--- src/rtl/uart_boot_loader.sv ---
// uart_boot_loader: receives a framed program image (LEN, data bytes, SUM) on a
// 8N1 UART line and writes it to processor memory from address 0. The processor
// is held in reset until a complete image with a matching checksum has arrived.
//
// Ports:
//   clk          system clock, rising edge
//   reset        asynchronous active-low reset
//   uart_rx      serial input, idle high, LSB first, asynchronous to clk
//   mem_wr_en    one-cycle memory write strobe
//   mem_wr_addr  write address (holds until the next write)
//   mem_wr_data  write data (holds until the next write)
//   cpu_hold     active-high processor reset, released only after a good load
//   load_done    level, set once the checksum matched
//   load_err     sticky framing/checksum error, cleared by the next length byte
module uart_boot_loader #(
  parameter int CLKS_PER_BIT = 868,
  parameter int ADDR_W       = 8
) (
  input  logic              clk,
  input  logic              reset,
  input  logic              uart_rx,
  output logic              mem_wr_en,
  output logic [ADDR_W-1:0] mem_wr_addr,
  output logic [7:0]        mem_wr_data,
  output logic              cpu_hold,
  output logic              load_done,
  output logic              load_err
);

  localparam int CNT_W = $clog2(CLKS_PER_BIT);
  localparam logic [CNT_W-1:0] HALF_M1 = CNT_W'(CLKS_PER_BIT / 2 - 1);
  localparam logic [CNT_W-1:0] BIT_M1  = CNT_W'(CLKS_PER_BIT - 1);
  // Wide enough for both a raw LEN byte and the 2^ADDR_W full-memory count.
  localparam int REM_W = ((ADDR_W > 8) ? ADDR_W : 8) + 1;
  localparam logic [REM_W-1:0] REM_FULL = REM_W'(1) << ADDR_W;

  // ---------------------------------------------------------------------------
  // Receiver
  // ---------------------------------------------------------------------------
  typedef enum logic [2:0] {
    RX_IDLE,
    RX_START,
    RX_DATA,
    RX_STOP,
    RX_WAIT_HIGH
  } rx_state_t;

  rx_state_t        rx_state, rx_state_nxt;
  logic             rx_s1, rx_s2, rx_s3;
  logic [CNT_W-1:0] rx_cnt, rx_cnt_nxt;
  logic [2:0]       rx_bit, rx_bit_nxt;
  logic [7:0]       rx_shift, rx_shift_nxt;
  logic             rx_valid, rx_valid_nxt;
  logic             rx_ferr, rx_ferr_nxt;

  // rx_s1/rx_s2 form the synchronizer; rx_s3 is the previous synchronized
  // level, used only to detect the 1->0 start edge.
  always_ff @(posedge clk or negedge reset) begin
    if (!reset) begin
      rx_s1    <= 1'b1;
      rx_s2    <= 1'b1;
      rx_s3    <= 1'b1;
      rx_state <= RX_IDLE;
      rx_cnt   <= '0;
      rx_bit   <= '0;
      rx_shift <= '0;
      rx_valid <= 1'b0;
      rx_ferr  <= 1'b0;
    end else begin
      rx_s1    <= uart_rx;
      rx_s2    <= rx_s1;
      rx_s3    <= rx_s2;
      rx_state <= rx_state_nxt;
      rx_cnt   <= rx_cnt_nxt;
      rx_bit   <= rx_bit_nxt;
      rx_shift <= rx_shift_nxt;
      rx_valid <= rx_valid_nxt;
      rx_ferr  <= rx_ferr_nxt;
    end
  end

  always_comb begin
    rx_state_nxt = rx_state;
    rx_cnt_nxt   = rx_cnt + 1'b1;
    rx_bit_nxt   = rx_bit;
    rx_shift_nxt = rx_shift;
    rx_valid_nxt = 1'b0;
    rx_ferr_nxt  = 1'b0;
    case (rx_state)
      RX_IDLE: begin
        rx_cnt_nxt = '0;
        if (rx_s3 && !rx_s2) rx_state_nxt = RX_START;
      end
      RX_START: begin
        if (rx_cnt == HALF_M1) begin
          rx_cnt_nxt = '0;
          rx_bit_nxt = '0;
          // Line back high at mid-start: treat as a glitch.
          rx_state_nxt = rx_s2 ? RX_IDLE : RX_DATA;
        end
      end
      RX_DATA: begin
        if (rx_cnt == BIT_M1) begin
          rx_cnt_nxt   = '0;
          rx_shift_nxt = {rx_s2, rx_shift[7:1]};
          rx_bit_nxt   = rx_bit + 3'd1;
          if (rx_bit == 3'd7) rx_state_nxt = RX_STOP;
        end
      end
      RX_STOP: begin
        if (rx_cnt == BIT_M1) begin
          rx_cnt_nxt = '0;
          if (rx_s2) begin
            rx_valid_nxt = 1'b1;
            rx_state_nxt = RX_IDLE;
          end else begin
            rx_ferr_nxt  = 1'b1;
            rx_state_nxt = RX_WAIT_HIGH;
          end
        end
      end
      RX_WAIT_HIGH: begin
        // A low line after a bad stop bit must not look like a new start.
        rx_cnt_nxt = '0;
        if (rx_s2) rx_state_nxt = RX_IDLE;
      end
      default: rx_state_nxt = RX_IDLE;
    endcase
  end

  // ---------------------------------------------------------------------------
  // Loader
  // ---------------------------------------------------------------------------
  typedef enum logic [1:0] {
    WAIT_LEN,
    LOAD,
    WAIT_SUM,
    DONE
  } ld_state_t;

  ld_state_t         state, state_nxt;
  logic [REM_W-1:0]  remaining, remaining_nxt;
  logic [ADDR_W-1:0] wr_ptr, wr_ptr_nxt;
  logic [7:0]        sum, sum_nxt;
  logic              err_nxt;
  logic              wr_en_nxt;
  logic [ADDR_W-1:0] wr_addr_nxt;
  logic [7:0]        wr_data_nxt;

  always_ff @(posedge clk or negedge reset) begin
    if (!reset) begin
      state       <= WAIT_LEN;
      remaining   <= '0;
      wr_ptr      <= '0;
      sum         <= '0;
      load_err    <= 1'b0;
      mem_wr_en   <= 1'b0;
      mem_wr_addr <= '0;
      mem_wr_data <= '0;
    end else begin
      state       <= state_nxt;
      remaining   <= remaining_nxt;
      wr_ptr      <= wr_ptr_nxt;
      sum         <= sum_nxt;
      load_err    <= err_nxt;
      mem_wr_en   <= wr_en_nxt;
      mem_wr_addr <= wr_addr_nxt;
      mem_wr_data <= wr_data_nxt;
    end
  end

  always_comb begin
    state_nxt     = state;
    remaining_nxt = remaining;
    wr_ptr_nxt    = wr_ptr;
    sum_nxt       = sum;
    err_nxt       = load_err;
    wr_en_nxt     = 1'b0;
    wr_addr_nxt   = mem_wr_addr;
    wr_data_nxt   = mem_wr_data;
    case (state)
      WAIT_LEN: begin
        if (rx_valid) begin
          remaining_nxt = (rx_shift == 8'd0) ? REM_FULL : REM_W'(rx_shift);
          wr_ptr_nxt    = '0;
          sum_nxt       = '0;
          err_nxt       = 1'b0;
          state_nxt     = LOAD;
        end else if (rx_ferr) begin
          err_nxt = 1'b1;
        end
      end
      LOAD: begin
        if (rx_valid) begin
          wr_en_nxt     = 1'b1;
          wr_addr_nxt   = wr_ptr;
          wr_data_nxt   = rx_shift;
          // After the last byte of a full-size image this wraps to 0 but is
          // never used for a write.
          wr_ptr_nxt    = wr_ptr + 1'b1;
          sum_nxt       = sum + rx_shift;
          remaining_nxt = remaining - 1'b1;
          if (remaining == REM_W'(1)) state_nxt = WAIT_SUM;
        end else if (rx_ferr) begin
          err_nxt   = 1'b1;
          state_nxt = WAIT_LEN;
        end
      end
      WAIT_SUM: begin
        if (rx_valid) begin
          if (rx_shift == sum) begin
            state_nxt = DONE;
          end else begin
            err_nxt   = 1'b1;
            state_nxt = WAIT_LEN;
          end
        end else if (rx_ferr) begin
          err_nxt   = 1'b1;
          state_nxt = WAIT_LEN;
        end
      end
      DONE: begin
        // Terminal: the receiver keeps running but its bytes are dropped.
      end
      default: state_nxt = WAIT_LEN;
    endcase
  end

  // Decoded straight from the state register so reset takes effect at once.
  assign cpu_hold  = (state != DONE);
  assign load_done = (state == DONE);

endmodule

--- config.mk ---
export PLATFORM = sky130hd
export DESIGN_NAME = uart_boot_loader
export DESIGN_NICKNAME = d
export VERILOG_FILES = /design/src/rtl/uart_boot_loader.sv
export SDC_FILE = /design/constraint.sdc
export NUM_CORES = 1
export LEC_CHECK = 0
export BUFFER_PORTS_ARGS = -buffer_cell sky130_fd_sc_hd__buf_2
export CAP_MARGIN = 0
export CORE_UTILIZATION = 35
export DETAILED_ROUTE_END_ITERATION = 8
export SLEW_MARGIN = 25
export SYNTH_ARGS = -nofsm -noshare
export SYNTH_HDL_FRONTEND = slang
export SYNTH_SLANG_ARGS = --single-unit
--- constraint.sdc ---
create_clock -name clk -period 4 [get_ports clk]
set_input_delay 0.6 -clock clk [delete_from_list [all_inputs] [get_ports clk]]
set_output_delay 0.6 -clock clk [all_outputs]
set_load 0.01 [all_outputs]
# Word level (Yosys, flattened, before mapping)
# Cells that the tools add are included.
# W data, S select, Z words.
# totals
reg_bits	74
inputBits	3
wordCells	108
# classes
add_sub_neg	5
eq_ne	24
mux	45
reduce_logical	17
# op_table
cell	count
$pmux W8 S2	2
$pmux W10 S3	1
$mux W3	9
$mux W9	3
$mux W8	3
$mux W10	2
$ne A2 B2 Y1 const B	10
$pmux W9 S2	1
$pmux W3 S5	1
$mux W2	7
$mux W1	13
$reduce_and A3 Y1	4
$add A10 B1 Y10 const B	1
$eq A10 B10 Y1 const B	1
$eq A10 B9 Y1 const B	1
$eq A9 B1 Y1 const B	1
$sub A9 B1 Y9 const B	1
$add A8 B1 Y8 const B	1
$add A8 B8 Y8	1
$eq A8 B8 Y1	1
$logic_not A8 Y1	1
$eq A3 B2 Y1 const B	2
$eq A3 B3 Y1 const B	2
$ne A3 B3 Y1 const B	2
other kinds (16)	20

# Logic depth before layout (Yosys ltp)
# logic_depth
word_depth	4
ltp_mapped	8

# Least setup slack after synthesis
# Ideal clock, no wire load.
# synth_path
path_type	reg-to-reg
start	reg rx_state[2]
end	reg rx_state[2]
setup_time_ns	0.077
t_arrival_ns	1.962
required_ns	3.923
path_slack_ns	1.961
path_stages_with_launch	7
path_buffers	1
cell_sequence	dfrtp_1 -> buf_6 -> or4b_1 -> a32o_1 -> a221o_1 -> or3_1 -> a21oi_1
# synth_between
elab_chain_len	3
# synth_lines
item	line	rtl
start: declaration	48	rx_state_t rx_state, rx_state_nxt;
start signal: assignment	73	rx_state <= rx_state_nxt;
$eq A3 B2 Y1, or another cell as far along	89	case (rx_state)
$ne A2 B2 Y1 (no source line)	-	
$reduce_and A6 Y1 (no source line)	-	
# Parallel ways exist; a longest one is shown, timed or not.
# A chain may end at the register's enable or synchronous reset.

# Final worst setup path
# layout_path
start	reg state[1]
end	reg state[0]
# layout_between
elab_chain_len	3
# layout_lines
item	line	rtl
start: declaration	141	ld_state_t state, state_nxt;
start signal: assignment	161	state <= state_nxt;
$eq A2 B1 Y1, or another cell as far along	181	case (state)
$ne A3 B3 Y1 (no source line), or another cell as far along	-	
$reduce_and A3 Y1 (no source line)	-	
# Parallel ways exist; a longest one is shown, timed or not.

==> results.ini <==
[drt]
viasPerCell = 5.15
ant_nets = 0
wl_per_cell_microns = 13.7
vias = 2907
first_pass_iters = 4
drt_iter0_drc = 138
drc = 0
routed_wl_mm = 7.73

[placed_design]
hpwl_mm = 5.10
portBuffers = 22
place_congestion = 0.852

[global_routing]
grt_pass1_wl_mm = 13.8
grt_usage_pct = 15.5
overflow = 0
grt_pass1_vias = 2950
antenna_found_initial = 0
grt_max_degree = 75

[logic_synthesis]
syn_inst = 405
synth-main-ff-cell = dfrtp_1
synth-edff-count = 0
avgSynthCellArea_sq_um = 9.30
synth-seq-cells = 74
synth_area_sq_um = 3770
syn-num-nets = 428
yosysWarnings = 0
yosys.area.top_type = dfrtp_1
yosysSeqAreaShare_pct = 49.3
synthArstFlopShare_pct = 100
synthDistinctLibCells = 49
yosys.area.top_type_share_pct = 47.2
synthTopCellsByArea = dfrtp_1 (47%), nand2_1 (7.9%), ha_1 (6.3%), o21ai_0 (4.0%), nor2_1 (3.8%)

[worst_setup_path]
reg2reg_setup_slack_ns = 1.63
cp_slowest_cell = a211oi_1
endpoint_kind = flop
start_kind = flop
path_max_fanout = 29
path_cells = inv_1, ha_1, buf_4, nand2_1, a41oi_1, a211oi_1, o31ai_1, a22o_1
critPathKind = reg2reg
required_ns = 4.24
critPathArrivalTime_ns = 2.61
slowest_delay_ns = 0.45

[clock_network]
cts_tree = done
cts_buffers = 9
insertion_delay_ns = 0.35
clk_pin_slew_worst_paths_ns = 0.08
cts_resized = 0
cts_hold_buf = 0
cts_root_buf = clkbuf_8
cts_buffer_depth = 2
htree_levels = 3
postCtsSetupBuffers = 0
clock-sinks = 74

[floorplan]
die_h_microns = 106
die_width_microns = 106
start_util_pct = 36.3
ios = 23
die_area_sq_um = 11200
rows = 37
core_sq_um = 10400

[min_path]
hold_path_class = in2async

[finish]
final_common_cell = nand2_1
fillerInstances = 1031
layout.nets = 447
final_cell_mix = nand2_1 (79), dfrtp_1 (71), nor2_1 (38)
multi_input_area_sq_um = 1810
regArea_sq_um = 1860
layout-drive-gt1-share_pct = 13.1
fin_util_pct = 41.1
syn2layout_area_growth_pct = 13.3
diodes = 0

[sta]
finClkSkew_ns = 0.00627
fmax_mhz = 421
worst_pin_slew_ns = 0.678
drv_slew = 0
layout_min_cycle_time_ns = 2.37
period_share_pct = 59.3
hold_violations = 0
finalSetupViolations = 0
rsz0062_at_grt = no
max_slew_margin_pct = 54.5
fin_tns_setup_ns = 0

[pwr]
p_seq_share_pct = 50.7
leakage_uw = 0.00211
power.density_nw_per_um2 = 398
combPwrFrac_pct = 7.6
pwr-share-clk_pct = 41.7
ir_drop_uv = 237
p_sw_uw = 411
p_sw_share_pct = 24.2
internal_power_uw = 1290

[flow_run]
maxCapViolCount = 0

[run_status]
status = complete, no violations

==> cell families (layout without fill, tap and decap cells) <==
group | count (synthesis) | after routing | synth area share [%]
compound gates | 89 | 89 | 14.6
xor+xnor | 12 | 12 | 2.79
fa+ha+maj | 20 | 20 | 6.84
buf+inv | 30 | 54 | 3.22
flops | 74 | 74 | 49.3
mux | 10 | 10 | 2.96
simple gates | 170 | 170 | 20.3
==> final cells by class <==
class	count	area share, %
Clock buffer	12	3.40
Tap cell	136	3.99
Timing Repair Buffer	26	3.43
Inverter	12	1.06
Sequential cell	74	43.5
Multi-Input combinational cell	301	42.3
Clock inverter	4	2.32
==> metrics by stage <==
stage	power (uW)	area [sq um]	cells	hold slack, ns	worst slack (ns)
4_1_cts	1720	4250	565	0.313	1.42
3_5_place_dp	1000	4010	549	0.347	1.46
3_3_place_gp	997	4010	549	0.346	1.54
2_1_floorplan	956	3770	405	0.304	1.96
6_report	1700	4270	565	0.269	1.63
5_1_grt	1780	4270	565	0.310	1.45
==> final timing paths <==
| check | cells after the start | end | start |
|---|---|---|---|
| setup reg to reg | 8 | state[0] | state[1] |
| hold reg to reg | 0 | rx_s2 | rx_s1 |
| min in group clk | 1 | rx_s1 | uart_rx |
| setup / recovery | 8 | state[0] | state[1] |
| hold / removal | 1 | mem_wr_addr[7] | reset |
| max in group asynchronous | 1 | rx_shift[1] | reset |
==> sequential cells by signal (all words and copies together) (netlist names), 2 cells and up <==
signal	flops
state	2
rx_cnt	10
wr_ptr	8
sum	8
rx_state	3
rx_shift	8
rx_bit	3
mem_wr_data	8
mem_wr_addr	8
remaining	9
==> synthesized netlist by cell type, drive strengths merged (2+ instances only) <==
cell,count
dfstp,3
o21ai,31
a22o,7
inv,12
nor3,7
nand2b,5
xor2,4
o31ai,2
a211oi,3
a31oi,5
mux2,9
and3,8
a21o,5
xnor2,8
nor2,38
o22ai,3
nor4bb,2
clkbuf,15
nand2,79
or4b,2
nand3,14
nor4,6
buf,3
nand4,2
o211ai,2
nor2b,3
dfrtp,71
a21oi,21
ha,19
==> critical path, delay by kind of cell (launching register included) <==
| family | cells | cell delay [ns] |
|---|---|---|
| AOI/OAI and AO/OA | 4 | 0.96 |
| DFF | 1 | 0.40 |
| adders and majority gates | 1 | 0.18 |
| and+or+nand+nor | 1 | 0.41 |
| buffers and inverters | 2 | 0.31 |
==> power groups by stage <==
stage	combinational [uW]	clock, uW	sequential (uW)
2_1_floorplan	107	0	849
3_3_place_gp	126	0	871
3_5_place_dp	131	0	873
4_1_cts	131	732	859
5_1_grt	154	758	871
6_report	129	707	861
==> layer usage <==
layer / up-vias / part of all wire [%] / GRT usage (%)
met1: 1401 / 47 / 19.4
met3: 11 / 3.7 / 3.71
met5: - / 0 / 0
met2: 51 / 48 / 25.5
met4: 0 / 1.4 / 6.45
li1: 1444 / - / -
No activity file was read; power rests on OpenSTA's default activity.
